`config.mk`:
```
export PLATFORM = sky130hd
export DESIGN_NAME = edge_frame_sched
export DESIGN_NICKNAME = d
export VERILOG_FILES = /design/src/rtl/edge_pkg.sv /design/src/rtl/edge_wr_seq.sv /design/src/rtl/edge_frame_sched.sv
export SDC_FILE = /design/constraint.sdc
export NUM_CORES = 1
export LEC_CHECK = 0
export CELL_PAD_IN_SITES_DETAIL_PLACEMENT = 0
export CELL_PAD_IN_SITES_GLOBAL_PLACEMENT = 2
export CORE_ASPECT_RATIO = 1.25
export CORE_UTILIZATION = 37
export DETAILED_ROUTE_END_ITERATION = 12
export DONT_BUFFER_PORTS = 1
export PLACE_DENSITY = 0.76
export REMOVE_ABC_BUFFERS = 1
export SYNTH_ARGS = -nofsm -noshare
export SYNTH_HDL_FRONTEND = slang
export SYNTH_SLANG_ARGS = --single-unit
```
`constraint.sdc`:
```
create_clock -name clk -period 2.7 [get_ports clk]
set_input_delay 0.405 -clock clk [delete_from_list [all_inputs] [get_ports clk]]
set_output_delay 0.405 -clock clk [all_outputs]
set_load 0.1 [all_outputs]
```
`src/rtl/edge_pkg.sv`:
```
// Shared types and constants for the edge-filter frame scheduler.
package edge_pkg;

  typedef enum logic [2:0] {
    StIdle,
    StLine,
    StGap,
    StFlush,
    StDrain,
    StDone
  } state_e;

  localparam int unsigned DRAIN_TIMEOUT = 16;

endpackage

```
`src/rtl/edge_wr_seq.sv`:
```
// Counts filter output samples, drops the leading SKIP, and sequences result-buffer writes.
module edge_wr_seq #(
  parameter int unsigned WIDTH = 8,
  parameter int unsigned N     = 12,
  parameter int unsigned SKIP  = 4,
  parameter int unsigned AW    = 4
) (
  input  logic             clk,
  input  logic             rstn,
  input  logic             clr_i,
  input  logic             f_de_i,
  input  logic [WIDTH-1:0] f_data_i,
  output logic             wr_en_o,
  output logic [AW-1:0]    wr_addr_o,
  output logic [WIDTH-1:0] wr_data_o,
  output logic             last_o,
  output logic             full_o
);

  localparam int unsigned Total = SKIP + N;
  localparam int unsigned CW    = $clog2(Total + 1);

  logic [CW-1:0] cnt_q, cnt_d;
  logic          in_win;

  always_comb begin
    in_win    = (cnt_q >= CW'(SKIP)) && (cnt_q < CW'(Total));
    wr_en_o   = f_de_i && in_win && !clr_i;
    wr_addr_o = wr_en_o ? AW'(cnt_q - CW'(SKIP)) : '0;
    wr_data_o = wr_en_o ? f_data_i : '0;
    last_o    = wr_en_o && (cnt_q == CW'(Total - 1));
    full_o    = (cnt_q == CW'(Total));
    cnt_d     = cnt_q;
    // Saturate once the frame is written so stray samples cannot wrap back into the window.
    if (clr_i) begin
      cnt_d = '0;
    end else if (f_de_i && !full_o) begin
      cnt_d = cnt_q + CW'(1);
    end
  end

  always_ff @(posedge clk or negedge rstn) begin
    if (!rstn) begin
      cnt_q <= '0;
    end else begin
      cnt_q <= cnt_d;
    end
  end

endmodule

```
`src/rtl/edge_frame_sched.sv`:
```
// Frame scheduler: streams a source frame through an external filter and stores its output.
module edge_frame_sched
  import edge_pkg::*;
#(
  parameter int unsigned WIDTH = 8,
  parameter int unsigned H_RES = 170,
  parameter int unsigned V_RES = 120,
  parameter int unsigned GAP   = 4,
  parameter int unsigned SKIP  = H_RES,
  localparam int unsigned AW   = $clog2(H_RES * V_RES)
) (
  input  logic             clk,
  input  logic             rstn,
  input  logic             i_start,
  input  logic             i_abort,
  output logic             o_busy,
  output logic             o_done,
  output logic             o_err,
  output logic             o_rd_en,
  output logic [AW-1:0]    o_rd_addr,
  input  logic [WIDTH-1:0] i_rd_data,
  output logic             o_f_vsync,
  output logic             o_f_hsync,
  output logic             o_f_de,
  output logic [WIDTH-1:0] o_f_data,
  input  logic             i_f_de,
  input  logic [WIDTH-1:0] i_f_data,
  output logic             o_wr_en,
  output logic [AW-1:0]    o_wr_addr,
  output logic [WIDTH-1:0] o_wr_data
);

  localparam int unsigned ColW  = (H_RES > 1) ? $clog2(H_RES) : 1;
  localparam int unsigned LineW = (V_RES > 1) ? $clog2(V_RES) : 1;
  localparam int unsigned GapW  = (GAP > 1) ? $clog2(GAP) : 1;
  localparam int unsigned ToW   = $clog2(DRAIN_TIMEOUT);

  state_e           state_q, state_d;
  logic [ColW-1:0]  col_q, col_d;
  logic [LineW-1:0] line_q, line_d;
  logic [GapW-1:0]  gap_q, gap_d;
  logic [ToW-1:0]   to_q, to_d;
  logic [AW-1:0]    addr_q, addr_d;
  logic             f_de_q, f_de_d, f_hs_q, f_hs_d, f_vs_q, f_vs_d, f_fl_q, f_fl_d;
  logic             rd_en, err, wr_last, wr_full;

  always_comb begin
    state_d = state_q;
    col_d   = col_q;
    line_d  = line_q;
    gap_d   = gap_q;
    to_d    = to_q;
    addr_d  = addr_q;
    rd_en   = 1'b0;
    err     = 1'b0;
    if (i_abort) begin
      state_d = StIdle;
      col_d   = '0;
      line_d  = '0;
      gap_d   = '0;
      to_d    = '0;
      addr_d  = '0;
    end else begin
      unique case (state_q)
        StIdle: begin
          col_d  = '0;
          line_d = '0;
          gap_d  = '0;
          to_d   = '0;
          addr_d = '0;
          if (i_start) state_d = StLine;
        end
        StLine: begin
          rd_en  = 1'b1;
          addr_d = addr_q + AW'(1);
          if (col_q == ColW'(H_RES - 1)) begin
            col_d   = '0;
            gap_d   = '0;
            state_d = StGap;
          end else begin
            col_d = col_q + ColW'(1);
          end
        end
        StGap: begin
          if (gap_q == GapW'(GAP - 1)) begin
            gap_d = '0;
            if (line_q == LineW'(V_RES - 1)) begin
              line_d  = '0;
              state_d = StFlush;
            end else begin
              line_d  = line_q + LineW'(1);
              state_d = StLine;
            end
          end else begin
            gap_d = gap_q + GapW'(1);
          end
        end
        StFlush: begin
          if (col_q == ColW'(H_RES - 1)) begin
            col_d   = '0;
            to_d    = '0;
            state_d = StDrain;
          end else begin
            col_d = col_q + ColW'(1);
          end
        end
        StDrain: begin
          // A completed write count also ends the frame if the last write beat us into DRAIN.
          if (wr_last || wr_full) begin
            state_d = StDone;
          end else if (i_f_de) begin
            to_d = '0;
          end else if (to_q == ToW'(DRAIN_TIMEOUT - 1)) begin
            err     = 1'b1;
            to_d    = '0;
            state_d = StIdle;
          end else begin
            to_d = to_q + ToW'(1);
          end
        end
        StDone:  state_d = StIdle;
        default: state_d = StIdle;
      endcase
    end
  end

  // Filter timing is the read strobe delayed one cycle, lining up with i_rd_data.
  always_comb begin
    f_de_d = !i_abort && ((state_q == StLine) || (state_q == StFlush));
    f_hs_d = f_de_d && (col_q == '0);
    f_vs_d = f_hs_d && (state_q == StLine) && (line_q == '0);
    f_fl_d = !i_abort && (state_q == StFlush);
  end

  always_ff @(posedge clk or negedge rstn) begin
    if (!rstn) begin
      state_q <= StIdle;
      col_q   <= '0;
      line_q  <= '0;
      gap_q   <= '0;
      to_q    <= '0;
      addr_q  <= '0;
      f_de_q  <= 1'b0;
      f_hs_q  <= 1'b0;
      f_vs_q  <= 1'b0;
      f_fl_q  <= 1'b0;
    end else begin
      state_q <= state_d;
      col_q   <= col_d;
      line_q  <= line_d;
      gap_q   <= gap_d;
      to_q    <= to_d;
      addr_q  <= addr_d;
      f_de_q  <= f_de_d;
      f_hs_q  <= f_hs_d;
      f_vs_q  <= f_vs_d;
      f_fl_q  <= f_fl_d;
    end
  end

  edge_wr_seq #(
    .WIDTH (WIDTH),
    .N     (H_RES * V_RES),
    .SKIP  (SKIP),
    .AW    (AW)
  ) u_wr_seq (
    .clk       (clk),
    .rstn      (rstn),
    .clr_i     ((state_q == StIdle) || i_abort),
    .f_de_i    (i_f_de),
    .f_data_i  (i_f_data),
    .wr_en_o   (o_wr_en),
    .wr_addr_o (o_wr_addr),
    .wr_data_o (o_wr_data),
    .last_o    (wr_last),
    .full_o    (wr_full)
  );

  always_comb begin
    o_busy    = (state_q != StIdle);
    o_done    = (state_q == StDone) && !i_abort;
    o_err     = err;
    o_rd_en   = rd_en;
    o_rd_addr = rd_en ? addr_q : '0;
    o_f_de    = f_de_q && !i_abort;
    o_f_hsync = f_hs_q && !i_abort;
    o_f_vsync = f_vs_q && !i_abort;
    o_f_data  = (o_f_de && !f_fl_q) ? i_rd_data : '0;
  end

endmodule

```
==> reports/results.md <==
| Step | Result | Reported |
|---|---|---|
| status | Status | complete, no violations |
| floorplan | Initial core utilization | 37.9% |
| run | Max capacitance violation total | 0 |
| route | Detailed-route via count | 3457 |
| placement | HPWL after detailed placement | 7220 um |
| global routing | Via count of the first global-routing pass | 3340 |
| layout | FILL cells | 992 |
| global routing | Total grt overflow | 0 |
| layout | Filler-free cell count of the finished design | 661 |
| clocking | Number of clock sinks | 58 |
| global routing | Number of antenna violations at the first check in global routing | 0 |
| critical path | RR Endpoint | to_q[3] |
| synth | Proportion of synthesized flip-flops having asynchronous set or reset | 100% |
| sta | Number of endpoints with negative hold slack in the final report | 0 |
| route | Wire length per cell | 15.4 um |
| critical path | Type of element launching the critical path | register |
| floorplan | Area enclosed by the die boundary | 0.0107 sq mm |
| sta | Count of final max-slew check failures | 0 |
| clocking | Deepest clock path buffer count | 2 |
| synth | Share of synthesized cell area in full adder, half adder and majority cells | 4.59% |
| route | DR DRC count | 0 |
| route | Detailed-router iteration count before antenna repair | 5 |
| clocking | CTS tree | yes |
| pwr | Peak supply drop | 0.000423 V |
| route | Starting DRC count in detailed routing | 201 |
| synth | Share of the synthesized area in compound gates (AO/OA/AOI/OAI) | 15.2% |
| sta | Achievable Freq | 380 MHz |
| sta | Fin crit period | 2.63 ns |
| critical path | Crit path max fanout | 13 |
| clocking | Clock insertion delay at the later pin of the skew report | 0.33 ns |
| route | Vias per cell | 5.23 |
| sta | Setup violation total in the final timing report | 0 |
| synth | Most common flop cell mapped by yosys | sky130_fd_sc_hd__dfrtp_1 |
| floorplan | Site row count | 41 |
| critical path | Register-to-Register Setup Slack | 0.53 ns |
| layout | Layout Nets | 562 |
| route | Final WL | 10200 um |
| synth | Post-synthesis cell count | 465 |
| floorplan | Die Span X | 92.8 um |
| critical path | Critical Path End Type | output pin |
| synth | Yosys top cell area share | 38.0% |
| critical path | Arrival @ worst endpoint | 2.22 ns |
| critical path | R2R depth | 7 |
| route | Antenna viol nets, final | 0 |
| synth | Area of the mapped netlist | 0.00381 sq mm |
| placement | Number of instances in the placed design | 642 |
| layout | Share of final-layout standard cells stronger than drive strength 1 | 23.5% |
| global routing | Largest net degree at the start of global routing | 59 |
| sta | Clock Skew | 0.00869 ns |
| synth | Yosys warnings | 0 |
| sta | Slew HR | 52.0% |
| synth | Sequential area share after synthesis | 38.0% |
| critical path | Beginning of the worst register-to-register path | u_wr_seq.cnt_q[10] |
| synth | Average footprint of a synthesized cell | 8.20 sq um |
| floorplan | Core Region | 0.0101 sq mm |
| synth | Proportion of synthesized area in mux cells | 0% |
| sta | Setup Total Neg Slack | 0 ns |
| pwr | Cell leakage power | 2.28 nW |
| synth | Area share of and/or/nand/nor cells after synthesis | 31.3% |
| global routing | First-pass GRT wire length | 17000 um |
| layout | Syn-to-layout area delta | 35.8% |
| synth | Synthesized flop and latch total | 58 |
| sta | Slew at the pin closest to its max-slew limit | 0.718 ns |
| synth | Synth cell types | 57 |
| clocking | Clock H-tree levels | 3 |
| placement | IO buf count | 0 |
| synth | XOR/XNOR Fraction of Synth Area | 6.43% |
| clocking | Clock tree root driver cell | sky130_fd_sc_hd__clkbuf_16 |
| synth | Ranking of synthesized cells by area | sky130_fd_sc_hd__dfrtp_1 38%, sky130_fd_sc_hd__o21ai_0 6.6%, sky130_fd_sc_hd__nor2_1 5.7% |
| critical path | Crit Path Class | reg2out |
| sta | Setup repair after global routing missed its margin | true |
| floorplan | Count of boundary I/O pins | 75 |
| hold path | Start point of the worst min-delay path | i_abort |
| sta | Share of the clock period used by the worst path after layout | 97.4% |
| synth | Number of flops mapped to enable cells by yosys | 0 |
| hold path | Worst Hold Depth | 1 |
| hold path | Destination of the worst hold path | f_de_q |
| clocking | Number of CTS-inserted buffers | 9 |
| pwr | Cell area power density | 553 mW/mm^2 |
| floorplan | Vertical die dimension | 116 um |
| critical path | Data required, critical path | 2.30 ns |
| clocking | Clock transition at the registers of the reported paths | 0.05 ns |
| synth | Yosys top cell by area | sky130_fd_sc_hd__dfrtp_1 |
| synth | Combinational family with the most area after synthesis | simple AND/OR/NAND/NOR gates |
| global routing | All-Layer GR Usage | 20.4% |
| placement | Final RePlAce weighted congestion | 0.801 |
| layout | Inserted Diodes | 0 |
| hold path | Kind of path behind the tightest hold check | in2reg |
==> critical path, cell delays in order, from the launching register on <==
cell	delay, ns
sky130_fd_sc_hd__dfrtp_2	0.45
sky130_fd_sc_hd__or3_4	0.42
sky130_fd_sc_hd__nor4_4	0.16
sky130_fd_sc_hd__nand2_1	0.14
sky130_fd_sc_hd__o211ai_4	0.26
sky130_fd_sc_hd__inv_4	0.10
sky130_fd_sc_hd__and2_1	0.20
sky130_fd_sc_hd__buf_12	0.17
==> Yosys cell counts (6+ instances only) <==
cell	n
sky130_fd_sc_hd__dfrtp_1	58
sky130_fd_sc_hd__nor2_1	58
sky130_fd_sc_hd__nand2_1	52
sky130_fd_sc_hd__o21ai_0	50
sky130_fd_sc_hd__and3_1	26
sky130_fd_sc_hd__and2_1	19
sky130_fd_sc_hd__a21oi_1	15
sky130_fd_sc_hd__inv_1	15
sky130_fd_sc_hd__nand3_1	15
sky130_fd_sc_hd__xnor2_1	15
sky130_fd_sc_hd__ha_1	14
sky130_fd_sc_hd__xor2_1	13
sky130_fd_sc_hd__buf_2	11
sky130_fd_sc_hd__clkbuf_1	9
sky130_fd_sc_hd__nor2b_1	9
sky130_fd_sc_hd__nor3_1	9
sky130_fd_sc_hd__nand2b_1	7
sky130_fd_sc_hd__nand4_1	6
==> cell families after synthesis <==
family                   after synthesis
AND/OR/NAND/NOR                      230
AO/OA/AOI/OAI                         96
flip-flops                            58
buffers and inverters                 39
XOR/XNOR                              28
adder cells (fa/ha/maj)               14
==> layout by cell type, fill, tap and decap left out, types with 3 or more instances in the layout <==
cell type / synthesis / final
sky130_fd_sc_hd__and2_1: 19 / 19
sky130_fd_sc_hd__nand4_1: 6 / 6
sky130_fd_sc_hd__ha_1: 14 / 13
sky130_fd_sc_hd__a22o_1: 3 / 3
sky130_fd_sc_hd__nand2_1: 52 / 52
sky130_fd_sc_hd__nor3_1: 9 / 8
sky130_fd_sc_hd__buf_4: 1 / 42
sky130_fd_sc_hd__inv_1: 15 / 15
sky130_fd_sc_hd__and3_1: 26 / 26
sky130_fd_sc_hd__clkinv_2: 0 / 3
sky130_fd_sc_hd__nor2_1: 58 / 41
sky130_fd_sc_hd__nor4_1: 3 / 3
sky130_fd_sc_hd__o21a_1: 3 / 3
sky130_fd_sc_hd__clkbuf_16: 0 / 9
sky130_fd_sc_hd__buf_12: 0 / 27
sky130_fd_sc_hd__a31oi_1: 3 / 3
sky130_fd_sc_hd__and4_1: 5 / 5
sky130_fd_sc_hd__or3_1: 4 / 3
sky130_fd_sc_hd__nand2b_1: 7 / 7
sky130_fd_sc_hd__o21ai_1: 2 / 3
sky130_fd_sc_hd__nor2b_1: 9 / 6
sky130_fd_sc_hd__clkbuf_1: 9 / 3
sky130_fd_sc_hd__nand3_1: 15 / 15
sky130_fd_sc_hd__dfrtp_2: 0 / 3
sky130_fd_sc_hd__nor2b_2: 0 / 3
sky130_fd_sc_hd__nor2_4: 0 / 3
sky130_fd_sc_hd__xor2_1: 13 / 13
sky130_fd_sc_hd__a21oi_1: 15 / 13
sky130_fd_sc_hd__xnor2_1: 15 / 15
sky130_fd_sc_hd__dfrtp_1: 58 / 55
sky130_fd_sc_hd__nor2_2: 0 / 14
sky130_fd_sc_hd__or2_2: 3 / 3
sky130_fd_sc_hd__o31ai_1: 5 / 5
sky130_fd_sc_hd__o21ai_0: 50 / 49
==> report_power, final <==
part	internal (mW)	switching, mW	total, mW
combinational	0.254	0.625	0.879
sequential	0.919	0.0390	0.958
clock	0.641	0.386	1.03
==> how the worst max path moves through the flow <==
stage | from | endpoint | slack [ns] | depth (start not counted)
6_report | u_wr_seq.cnt_q[9] | o_wr_data[7] | 0.07 | 7
3_5_place_dp | u_wr_seq.cnt_q[2] | o_wr_data[7] | 0.34 | 9
3_3_place_gp | u_wr_seq.cnt_q[9] | o_wr_data[5] | 0.43 | 7
4_1_cts | u_wr_seq.cnt_q[2] | o_wr_addr[13] | -0.01 | 9
5_1_grt | u_wr_seq.cnt_q[9] | o_wr_data[7] | -0.04 | 7
2_1_floorplan | state_q[1] | o_done | -0.90 | 2
==> sequential cells by signal, summed over array words and instances (netlist names) <==
name,count
addr_q,15
col_q,8
f_de_q,1
f_fl_q,1
f_hs_q,1
f_vs_q,1
gap_q,2
line_q,7
state_q,3
to_q,4
u_wr_seq.cnt_q,15
==> per-layer routing <==
layer	vias up	share of wire [%]	global-route usage [%]
li1	1739	-	-
met1	1639	44	25.4
met2	68	49	34.0
met3	11	4.4	5.38
met4	0	1.6	7.28
met5	-	0	0
==> per-stage QoR <==
| stage | utilization [%] | hold WS (ns) | power (mW) | setup WS [ns] | area (sq um) |
|---|---|---|---|---|---|
| 6_report | 51.5 | 0.175 | 2.86 | 0.0713 | 5180 |
| 5_1_grt | 51.5 | 0.165 | 3.04 | -0.0431 | 5180 |
| 4_1_cts | 50.8 | 0.157 | 2.91 | -0.0127 | 5110 |
| 3_5_place_dp | 47.8 | 0.111 | 1.83 | 0.339 | 4810 |
| 3_3_place_gp | 47.8 | 0.111 | 1.82 | 0.426 | 4810 |
| 2_1_floorplan | - | 0.109 | 1.55 | -0.897 | 3710 |
==> area by class of cell <==
type | instances | area [sq um] | share of cell area [%]
inverters | 17 | 66.3 | 1.28
repair buffers | 73 | 932 | 18.0
multi-input cells | 368 | 2300 | 44.4
flip-flops and latches | 58 | 1460 | 28.1
well taps | 129 | 161 | 3.12
clock inverters | 3 | 15.0 | 0.290
clock buffers | 13 | 250 | 4.83
==> timing repair <==
item	CTS	global route
buffers inserted	0	1
hold endpoints to repair	58	0
resized for setup	1	15
pin swaps	0	1
setup endpoints to repair	5	25
hold buffers	2	0
(Power assumes the default switching activity.)
